## src/rtl/comparator_bank.sv

```systemverilog
// comparator_bank
//   Compares CHANNELS pairs of IEEE-754 single-precision operands per sweep
//   through one shared compare pipeline, then publishes all per-channel
//   greater/less flags together with a one-cycle done pulse.
//
// Ports
//   clk       system clock, rising edge
//   rst       asynchronous, active-high reset
//   sta       start pulse, accepted only in IDLE
//   input_1   operand A, channel k at [k*WIDTH +: WIDTH]
//   input_2   operand B, same packing
//   output_1  bit k = A_k > B_k
//   output_2  bit k = A_k < B_k
//   busy      high whenever the sequencer is not IDLE
//   done_sig  one-cycle pulse; output_1/output_2 are valid from this cycle
//
// Build option
//   COMPARATOR_DEBOUNCE_EN  when defined, a channel's outputs only change after
//                           DEB_COUNT consecutive sweeps agree on a new value.
//
// state | meaning
// IDLE  | waiting for sta
// ISSUE | feeding one captured channel per cycle into the compare pipe
// DRAIN | waiting for the last channel to leave the pipe
// DONE  | outputs just updated, done_sig high for this cycle

module comparator_bank #(
  parameter int WIDTH       = 32,
  parameter int CHANNELS    = 4,
  parameter int CMP_LATENCY = 1,
  parameter int DEB_COUNT   = 3
) (
  input  logic                      clk,
  input  logic                      rst,
  input  logic                      sta,
  input  logic [CHANNELS*WIDTH-1:0] input_1,
  input  logic [CHANNELS*WIDTH-1:0] input_2,
  output logic [CHANNELS-1:0]       output_1,
  output logic [CHANNELS-1:0]       output_2,
  output logic                      busy,
  output logic                      done_sig
);

  localparam int IW = (CHANNELS > 1) ? $clog2(CHANNELS) : 1;
  localparam logic [IW-1:0] LAST_IDX = IW'(CHANNELS - 1);
  localparam int LS = CMP_LATENCY - 1;

  generate
    if (WIDTH != 32) begin : g_bad_width
      $error("comparator_bank: WIDTH must be 32");
    end
    if (CHANNELS < 1 || CHANNELS > 16) begin : g_bad_channels
      $error("comparator_bank: CHANNELS must be 1..16");
    end
    if (CMP_LATENCY < 1 || CMP_LATENCY > 3) begin : g_bad_latency
      $error("comparator_bank: CMP_LATENCY must be 1..3");
    end
    if (DEB_COUNT < 2 || DEB_COUNT > 15) begin : g_bad_deb
      $error("comparator_bank: DEB_COUNT must be 2..15");
    end
  endgenerate

  typedef enum logic [1:0] {IDLE, ISSUE, DRAIN, DONE} state_t;

  state_t            state, state_nxt;
  logic [IW-1:0]     idx;
  logic [WIDTH-1:0]  sh_a [CHANNELS];
  logic [WIDTH-1:0]  sh_b [CHANNELS];
  logic [WIDTH-1:0]  sel_a, sel_b;
  logic              p_vld [CMP_LATENCY];
  logic [IW-1:0]     p_idx [CMP_LATENCY];
  logic [1:0]        p_res [CMP_LATENCY];
  logic [CHANNELS-1:0] res_gt, res_lt;
  logic [CHANNELS-1:0] o1_nxt, o2_nxt;
  logic              accept, issue, pipe_empty, sweep_end;

  // Sign-magnitude ordering; returns {a_gt_b, a_lt_b}.
  function automatic logic [1:0] fcmp(input logic [WIDTH-1:0] a,
                                      input logic [WIDTH-1:0] b);
    logic a_nan, b_nan, zeros, mag_gt, mag_lt;
    a_nan  = (a[30:23] == 8'hFF) && (a[22:0] != 23'd0);
    b_nan  = (b[30:23] == 8'hFF) && (b[22:0] != 23'd0);
    zeros  = (a[30:0] == 31'd0) && (b[30:0] == 31'd0);
    mag_gt = a[30:0] > b[30:0];
    mag_lt = a[30:0] < b[30:0];
    if (a_nan || b_nan || zeros) return 2'b00;
    else if (a[31] != b[31])     return a[31] ? 2'b01 : 2'b10;
    else if (!a[31])             return {mag_gt, mag_lt};
    else                         return {mag_lt, mag_gt};
  endfunction

  assign accept    = (state == IDLE) && sta;
  assign issue     = (state == ISSUE);
  assign sweep_end = (state == DRAIN) && pipe_empty;
  assign busy      = (state != IDLE);
  assign done_sig  = (state == DONE);

  always_ff @(posedge clk or posedge rst) begin
    if (rst) state <= IDLE;
    else     state <= state_nxt;
  end

  always_comb begin
    state_nxt = state;
    case (state)
      IDLE:    if (sta) state_nxt = ISSUE;
      ISSUE:   if (idx == LAST_IDX) state_nxt = DRAIN;
      DRAIN:   if (pipe_empty) state_nxt = DONE;
      DONE:    state_nxt = IDLE;
      default: state_nxt = IDLE;
    endcase
  end

  always_ff @(posedge clk or posedge rst) begin
    if (rst)         idx <= '0;
    else if (accept) idx <= '0;
    else if (issue)  idx <= idx + 1'b1;
  end

  always_ff @(posedge clk or posedge rst) begin
    if (rst) begin
      for (int k = 0; k < CHANNELS; k++) begin
        sh_a[k] <= '0;
        sh_b[k] <= '0;
      end
    end else if (accept) begin
      for (int k = 0; k < CHANNELS; k++) begin
        sh_a[k] <= input_1[k*WIDTH +: WIDTH];
        sh_b[k] <= input_2[k*WIDTH +: WIDTH];
      end
    end
  end

  always_comb begin
    sel_a = '0;
    sel_b = '0;
    for (int k = 0; k < CHANNELS; k++) begin
      if (idx == IW'(k)) begin
        sel_a = sh_a[k];
        sel_b = sh_b[k];
      end
    end
  end

  // Compare is resolved into stage 0; later stages only carry the result,
  // so CMP_LATENCY trades timing slack for latency without changing results.
  always_ff @(posedge clk or posedge rst) begin
    if (rst) begin
      for (int s = 0; s < CMP_LATENCY; s++) begin
        p_vld[s] <= 1'b0;
        p_idx[s] <= '0;
        p_res[s] <= '0;
      end
    end else begin
      p_vld[0] <= issue;
      p_idx[0] <= idx;
      p_res[0] <= fcmp(sel_a, sel_b);
      for (int s = 1; s < CMP_LATENCY; s++) begin
        p_vld[s] <= p_vld[s-1];
        p_idx[s] <= p_idx[s-1];
        p_res[s] <= p_res[s-1];
      end
    end
  end

  always_comb begin
    pipe_empty = 1'b1;
    for (int s = 0; s < CMP_LATENCY; s++) begin
      if (p_vld[s]) pipe_empty = 1'b0;
    end
  end

  always_ff @(posedge clk or posedge rst) begin
    if (rst) begin
      res_gt <= '0;
      res_lt <= '0;
    end else begin
      for (int k = 0; k < CHANNELS; k++) begin
        if (p_vld[LS] && (p_idx[LS] == IW'(k))) begin
          res_gt[k] <= p_res[LS][1];
          res_lt[k] <= p_res[LS][0];
        end
      end
    end
  end

`ifdef COMPARATOR_DEBOUNCE_EN
  localparam int DW = $clog2(DEB_COUNT + 1);

  logic [DW-1:0] deb_cnt      [CHANNELS];
  logic [1:0]    deb_cand     [CHANNELS];
  logic [DW-1:0] deb_cnt_nxt  [CHANNELS];
  logic [1:0]    deb_cand_nxt [CHANNELS];

  always_comb begin
    o1_nxt = output_1;
    o2_nxt = output_2;
    for (int k = 0; k < CHANNELS; k++) begin
      deb_cnt_nxt[k]  = deb_cnt[k];
      deb_cand_nxt[k] = deb_cand[k];
      if ({res_gt[k], res_lt[k]} == {output_1[k], output_2[k]}) begin
        deb_cnt_nxt[k] = '0;
      end else if ({res_gt[k], res_lt[k]} == deb_cand[k]) begin
        // This sweep is the DEB_COUNT-th agreeing one: commit and rearm.
        if (deb_cnt[k] == DW'(DEB_COUNT - 1)) begin
          o1_nxt[k]      = deb_cand[k][1];
          o2_nxt[k]      = deb_cand[k][0];
          deb_cnt_nxt[k] = '0;
        end else begin
          deb_cnt_nxt[k] = deb_cnt[k] + DW'(1);
        end
      end else begin
        deb_cand_nxt[k] = {res_gt[k], res_lt[k]};
        deb_cnt_nxt[k]  = DW'(1);
      end
    end
  end

  always_ff @(posedge clk or posedge rst) begin
    if (rst) begin
      for (int k = 0; k < CHANNELS; k++) begin
        deb_cnt[k]  <= '0;
        deb_cand[k] <= '0;
      end
    end else if (sweep_end) begin
      for (int k = 0; k < CHANNELS; k++) begin
        deb_cnt[k]  <= deb_cnt_nxt[k];
        deb_cand[k] <= deb_cand_nxt[k];
      end
    end
  end
`else
  always_comb begin
    o1_nxt = res_gt;
    o2_nxt = res_lt;
  end
`endif

  // All channels switch on the same edge as the transition into DONE.
  always_ff @(posedge clk or posedge rst) begin
    if (rst) begin
      output_1 <= '0;
      output_2 <= '0;
    end else if (sweep_end) begin
      output_1 <= o1_nxt;
      output_2 <= o2_nxt;
    end
  end

endmodule

```

## config.mk

```make
export PLATFORM = sky130hd
export DESIGN_NAME = comparator_bank
export DESIGN_NICKNAME = d
export VERILOG_FILES = /design/src/rtl/comparator_bank.sv
export SDC_FILE = /design/constraint.sdc
export NUM_CORES = 1
export LEC_CHECK = 0
export CORE_ASPECT_RATIO = 1.2
export CORE_MARGIN = 2
export CORE_UTILIZATION = 46
export DETAILED_ROUTE_END_ITERATION = 16
export PLACE_DENSITY = 0.75
export SYNTH_ARGS = -nofsm -noshare
export SYNTH_HDL_FRONTEND = slang
export SYNTH_SLANG_ARGS = --single-unit
```

## constraint.sdc

```tcl
create_clock -name clk -period 8.1 [get_ports clk]
set_clock_uncertainty 0.2 [all_clocks]
set_input_delay 0.81 -clock clk [delete_from_list [all_inputs] [get_ports clk]]
set_output_delay 0.81 -clock clk [all_outputs]
set_load 0.1 [all_outputs]
```

==> results.py <==
metrics = {
    "route": {
        "drcViolationCount": 0,
        "viasPerCell": 5.805,
        "ant_nets": 0,
        "dr_total_vias": 10136,
        "firstDrtPassIters": 6,
        "drt_iter0_markers": 691,
        "wl_per_cell_um": 23.81,
        "wirelength_um": 41570,
    },
    "final_layout": {
        "drive_above_1_share_pct": 25.33,
        "mostFrequentLayoutCell": "dfrtp_1",
        "area_growth_pct": 29.19,
        "final_util_pct": 60.74,
        "final_cell_mix": "dfrtp_1, mux2_2, clkdlybuf4s50_1, nand2_1, o21ai_0",
        "fin_nets": 1637,
    },
    "global_routing": {
        "antenna_found_initial": 4,
        "grt_max_degree": 171,
        "grt_pass1_vias": 10686,
        "grtUsageTotal_pct": 26.77,
        "overflow": 0,
        "grt_pass1_wl_um": 62510,
    },
    "critical_path": {
        "crit_path_frequent_cell": "o21ai_0",
        "critPathKind": "register to register",
        "cp-start-kind": "register",
        "arrival_ns": 5.05,
        "critPathBufInv": 1,
        "reg2regPathDepth": 13,
        "end_kind": "register",
        "rr_startpoint": "idx[0]",
        "r2r_end": "p_res[0]",
        "cp_slowest_cell": "nand2b_1",
        "cpLargestDelayFamily": "simple AND/OR/NAND/NOR gates",
        "crit_start": "idx[0]",
        "crit_chain": "ha_4 -> buf_4 -> nand2b_1 -> o22ai_1 -> nor2_1 -> ha_1 -> nor2b_1 -> o21ai_0 -> a21oi_1 -> o31a_1 -> o21ai_0 -> nand2_1 -> a2111oi_2",
        "cpPeakStageDelay_ns": 0.88,
        "r2r_slack_ns": 3.27,
        "worst-path-stages": 13,
        "crit_required_ns": 8.33,
        "critPathMaxFanout": 54,
    },
    "synth": {
        "avgSynthCellArea_um2": 12.33,
        "syn_inst": 1103,
        "synth_nets": 1402,
        "synthFlopType": "dfrtp_1",
        "ys_seq_area_share_pct": 51.70,
        "syn_area_mm2": 0.01360,
        "yosysWarnings": 0,
        "synth-seq-cells": 281,
        "ys_async_sr_fraction_pct": 100.0,
        "synth-edff-count": 0,
        "ys_types": 57,
    },
    "place": {
        "place_hpwl_um": 30890,
        "gp_congestion": 1.031,
        "numPortBuffers": 268,
    },
    "cts": {
        "cts-hold-fix-buffers": 0,
        "cts_tree": "yes",
        "post_cts_buffers": 0,
        "cts_sinks": 281,
        "h-tree-depth": 1,
        "path_clk_slew_ns": 0.07,
        "cts-root-buf": "clkbuf_16",
        "ctsLongestPathBuffers": 3,
        "cts_resized": 0,
        "cts_buffers": 27,
        "insertion_delay_ns": 0.54,
    },
    "sta": {
        "hold_violations": 0,
        "fin_tns_setup_ns": 0,
        "setup_viol": 0,
        "tightestPinTransition_ns": 1.141,
        "slew-limit-headroom_pct": 23.83,
        "drv_slew": 0,
        "fin_crit_sh_pct": 59.58,
        "rsz0062_at_grt": "false",
        "fmax_mhz": 207.2,
        "period_minus_slack_ns": 4.826,
    },
    "power": {
        "vdd_drop_max_mv": 0.3008,
        "power_density_mw_per_mm2": 446.4,
        "leakagePower_uw": 0.007267,
    },
    "hold_path": {
        "holdPathStages": 1,
        "min_to": "sh_b[13]",
        "hold_path.class": "register to register",
        "min-delay-start": "sh_b[13]",
    },
    "floorplan": {
        "die_y_um": 192.4,
        "die_w_um": 161.0,
        "row_count": 68,
        "ios": 269,
        "dieArea_mm2": 0.03096,
        "start_util_pct": 47.02,
        "core-area_mm2": 0.02893,
    },
    "run": {
        "drv_cap": 0,
    },
    "status": {
        "status": "complete, no violations",
    },
}
==> how the worst max path moves through the flow <==
stage                          end  slack, ns
after floorplan             idx[0]       3.37
after global placement    p_res[0]       3.52
after detailed placement  p_res[0]       3.32
after CTS                 p_res[0]       3.34
after global routing      p_res[0]       2.91
final                     p_res[0]       3.27
==> layer usage <==
layer / vias up / GRT usage (%) / wire length (µm)
met5: - / 0 / 14
met4: 2 / 14.25 / 2352
met3: 109 / 4.427 / 2742
met2: 453 / 47.09 / 20660
met1: 4991 / 31.54 / 15800
li1: 4581 / - / -
==> synthesized netlist by cell type (all sizes together) (3+ instances only) <==
| library cell | n | area, µm² |
|---|---|---|
| o21a | 11 | 82.58 |
| nand3b | 16 | 120.1 |
| a21o | 9 | 67.56 |
| nor4 | 6 | 37.54 |
| nor3b | 6 | 45.04 |
| and2 | 6 | 37.54 |
| nor2 | 27 | 101.4 |
| nand4 | 11 | 68.82 |
| o31ai | 6 | 45.04 |
| ha | 40 | 500.5 |
| or2 | 5 | 33.78 |
| mux2 | 272 | 3063 |
| inv | 20 | 75.07 |
| nor3 | 6 | 30.03 |
| a21oi | 36 | 180.2 |
| a211oi | 6 | 45.04 |
| o31a | 6 | 52.55 |
| clkbuf | 54 | 202.7 |
| buf | 19 | 102.6 |
| nand3 | 7 | 35.03 |
| o21ai | 43 | 215.2 |
| a221o | 14 | 140.1 |
| a22oi | 21 | 157.7 |
| a2111oi | 5 | 50.04 |
| dfrtp | 281 | 7032 |
| nor2b | 19 | 118.9 |
| o32ai | 5 | 43.79 |
| o22ai | 23 | 143.9 |
| nand2 | 57 | 214.0 |
| a221oi | 25 | 225.2 |
| o221ai | 3 | 26.28 |
| a211o | 4 | 35.03 |
| nand2b | 10 | 62.56 |
==> layout make-up <==
| cell class | count | area, µm² |
|---|---|---|
| Antenna cell | 3 | 7.507 |
| Clock buffer | 37 | 793.3 |
| Multi-Input combinational cell | 729 | 6216 |
| Inverter | 20 | 78.83 |
| Clock inverter | 12 | 171.4 |
| Sequential cell | 281 | 7032 |
| Fill cell | 2361 | 11360 |
| Timing Repair Buffer | 279 | 2790 |
| Tap cell | 385 | 481.7 |
==> cells by family (layout without fill, tap and decap cells) <==
group	after synthesis	in the layout	share of synthesized area [%]
compound gates	228	228	11.82
xor+xnor	1	1	0.06441
fa+ha+maj	40	40	3.680
buf+inv	93	348	2.797
flops	281	281	51.70
mux	273	273	22.59
other cells	0	3	0
simple gates	187	187	7.341
==> stage by stage <==
step | instance area, µm² | power, µW | setup WS (ns) | cells | hold slack [ns]
3_3_place_gp | 16600 | 6392 | 3.523 | 1694 | 0.2760
3_5_place_dp | 16600 | 6452 | 3.315 | 1694 | 0.2883
6_report | 17570 | 7843 | 3.274 | 1746 | 0.3012
5_1_grt | 17570 | 8314 | 2.909 | 1745 | 0.3124
4_1_cts | 17560 | 7839 | 3.343 | 1743 | 0.3025
2_1_floorplan | 13600 | 5241 | 3.369 | 1103 | 0.2189
==> flip-flops by register name, summed over array words and instances (netlist names) <==
| register | cells |
|---|---|
| output_1 | 4 |
| o1_nxt | 4 |
| output_2 | 4 |
| p_vld | 1 |
| p_res | 2 |
| sh_a | 128 |
| state | 2 |
| idx | 2 |
| p_idx | 2 |
| sh_b | 128 |
| o2_nxt | 4 |
==> where the power goes <==
group | internal, µW | leakage [µW] | switching (µW)
combinational | 1750 | 0.00347 | 2070
clock | 811 | 0.000469 | 549
sequential | 2140 | 0.00332 | 533
total | 4690 | 0.00727 | 3150
Power figures use the tool's default switching activity.
==> RTL change 1 (same flow settings) <==
The option `COMPARATOR_DEBOUNCE_EN` is turned on by a define.
--- a/src/rtl/comparator_bank.sv
+++ b/src/rtl/comparator_bank.sv
@@ -24,6 +24,8 @@
 // DRAIN | waiting for the last channel to leave the pipe
 // DONE  | outputs just updated, done_sig high for this cycle
 
+`define COMPARATOR_DEBOUNCE_EN
+
 module comparator_bank #(
   parameter int WIDTH       = 32,
   parameter int CHANNELS    = 4,
Behaviour: not the same (Yosys sat finds a counterexample within 10 cycles, from zero or initial values and one cycle with rst high).
==> RTL change 1 against the unedited design <==
Cell area is 4.9% higher; clock power is 6% higher; synthesized area is 5.6% higher; setup slack worse by 0.050 ns; wire length is 5.2% lower; power is 0.57% higher; sequential cell count is 16 higher; highest routed layer unchanged.
==> RTL change 1: results (changes against the unedited design) <==
* Outcome: completed
* Global-route track usage on met3 at 3.632% (-0.80 points)
* Worst hold path endpoint: sh_b[86]
* Synth Area in Compound Gates at 11.07% (-0.75 points)
* VDD IR-drop max at 0.0002244 V (-25%)
* Dpl cells at 1,774 (+4.7%)
* Worst-Skew Late Latency at 0.56 ns (+0.02 ns)
* Largest net degree at the start of global routing at 149 (-13%)
* WL/cell at 21.49 microns (-9.7%)
* DR iter-0 viols at 575 (-17%)
* Reg2Reg Depth at 15 (+2)
* CP Max Fanout at 57 (+5.6%)
* Syn nets at 1,472 (+5.0%)
* R2R Setup Slk at 3.22 ns (-0.05 ns)
* Layout clock buffer count at 50 (+35%)
* Metal2 WL at 20,060 microns (-2.9%)
* Antenna violations before repair at 3 (-1)
* Met1 Use GR at 29.22% (-2.3 points)
* Seq. cell area at 0.007432 sq mm (+5.7%)
* Gpl congestion at 0.8611 (-16%)
* Crit path DAT at 5.11 ns (+0.06 ns)
* #MultiIn Comb at 777 (+6.6%)
* Non-clk buf share at 15.06% (-0.82 points)
* Share of cells above drive strength 1 at 24.25% (-1.1 points)
* Leakage at 7.683 nW (+5.7%)
* Synth Instances at 1,173 (+6.3%)
* R2r endpoint: p_res[1]
* Clk cell area share at 5.641% (+0.15 points)
* Post-Place Setup Slack at 3.318 ns (+0.002960 ns)
* GR Layer Usage met2 at 41.84% (-5.3 points)
* First-pass GRT wire length at 59,960 microns (-4.1%)
[RTL change 1: cell count changes in the layout (fill, tap and decap cells not counted), moves of 8 or more]
cell      change
o22ai_1      +10
nor3b_1      +11
nand2_1       +8
mux2_2        +8
xnor2_1      +16
dfrtp_1      +16
a211oi_1      +9
nor2_1        +9
[RTL change 1: worst max-delay path by stage]
stage,endpoint,cells after the start,startpoint
after floorplan,deb_cand[0],1,rst
after detailed placement,p_res[1],15,idx[0]
after global placement,p_res[1],13,idx[0]
final,p_res[1],15,idx[0]
after CTS,p_res[1],15,idx[0]
after global routing,p_res[1],15,idx[0]
[RTL change 1: power by group through the flow]
stage / combinational [mW] / sequential (mW) / clock, mW
3_3_place_gp: 3.59 / 2.69 / 0
3_5_place_dp: 3.71 / 2.73 / 0
6_report: 3.72 / 2.72 / 1.44
5_1_grt: 4.09 / 2.80 / 1.52
4_1_cts: 3.74 / 2.71 / 1.46
2_1_floorplan: 2.74 / 2.61 / 0
==> RTL change 2 (same settings) <==
Without the edit above. Register the input `input_1` before use. The logic sees it one clock later. The other inputs are not delayed to match.
--- a/src/rtl/comparator_bank.sv
+++ b/src/rtl/comparator_bank.sv
@@ -45,6 +45,12 @@
   localparam logic [IW-1:0] LAST_IDX = IW'(CHANNELS - 1);
   localparam int LS = CMP_LATENCY - 1;
 
+  logic [CHANNELS*WIDTH-1:0] input_1_q;
+
+  always_ff @(posedge clk) begin
+    input_1_q <= input_1;
+  end
+
   generate
     if (WIDTH != 32) begin : g_bad_width
       $error("comparator_bank: WIDTH must be 32");
@@ -125,7 +131,7 @@
       end
     end else if (accept) begin
       for (int k = 0; k < CHANNELS; k++) begin
-        sh_a[k] <= input_1[k*WIDTH +: WIDTH];
+        sh_a[k] <= input_1_q[k*WIDTH +: WIDTH];
         sh_b[k] <= input_2[k*WIDTH +: WIDTH];
       end
     end
Formal check against the unedited RTL: not equivalent (Yosys sat finds a counterexample within 10 cycles, from zero or initial values and one cycle with rst high).
==> RTL change 2 against the unedited design <==
Cell area grew 17%; wire length shrank 2.5%; synthesized area grew 19%; global-route usage shrank 4.5 points; sequential cell count grew 128; count of clock-buffer cells in the layout grew 18; non-clock buffer count grew 1; largest cell class unchanged; setup slack lost 0.28 ns; power grew 12%.
==> RTL change 2: results (changes against the unedited design) <==
* Antenna violations before repair at 2 (-2)
* Dpl cells at 1,880 (+11%)
* Worst hold path endpoint: sh_a[80]
* HPWL after detailed placement at 28,570 microns (-7.5%)
* Vias per inst at 5.467 (-5.8%)
* CP Max Fanout at 57 (+5.6%)
* Top cells by area, synth: dfrtp_1, mux2_2, dfxtp_1, ha_1, a221o_1
* Total CTS buffers at 41 (+52%)
* Global-route track usage on met3 at 4.003% (-0.42 points)
* Post-layout nets at 1,760 (+7.5%)
* First-pass iteration count of the detailed router at 5 (-1)
* Power Density at 429.5 mW/mm^2 (-3.8%)
* Clock group power at 1.83 mW (+35%)
* Outcome: completed
* R2R Setup Slk at 3.00 ns (-0.28 ns)
* CP delay by family, top: compound AO/OA/AOI/OAI gates
* Share of cells above drive strength 1 at 24.36% (-0.97 points)
* WL/cell at 20.69 microns (-13%)
* Slew margin rel. at 11.95% (-12 points)
* Largest net degree at the start of global routing at 98 (-43%)
* Highest cell delay on the worst timing path at 0.96 ns (+0.08 ns)
* Sw frac at 36.73% (-3.4 points)
* Buf+Inv Stages, Crit Path at 2 (+1)
* Syn nets at 1,510 (+7.7%)
* Sequential fraction of the synthesis area at 59.49% (+7.8 points)
* Placed Area at 0.01916 sq mm (+15%)
* Vias in the first global route at 11,210 (+4.9%)
* Post-synthesis adder-cell area fraction at 3.103% (-0.58 points)
* Worst path slowest cell: ha_2
* Commonest cells post-synth: dfrtp_1, mux2_2, dfxtp_1, nand2_1, clkbuf_1
* Async set-reset flop share out of synthesis at 68.70% (-31 points)
* Hold WS at 0.2556 ns (-0.04559 ns)
* Biggest regs: input_1_q (128), sh_a (128), sh_b (128)
RTL change 2: cell count changes in the layout (fill, tap and decap cells not counted), moves of 7 or more:
| cell | change |
|---|---|
| o221ai_1 | +7 |
| o21ai_0 | -7 |
| o22ai_1 | -12 |
| a211oi_1 | +14 |
| a21oi_1 | -8 |
| a221o_1 | +7 |
| clkbuf_16 | +16 |
| a221oi_1 | -10 |
| nor3b_1 | +8 |
| dfxtp_1 | +128 |
RTL change 2: area by class of cell:
| cell class | count | area [sq um] |
|---|---|---|
| antenna | 2 | 5.005 |
| multi-input combinational | 710 | 6138 |
| clock inverter | 21 | 156.4 |
| tap | 462 | 578.1 |
| timing repair buffer | 280 | 2773 |
| clock buffer | 55 | 1161 |
| sequential | 409 | 9594 |
| fill | 2809 | 14240 |
| inverter | 19 | 75.07 |
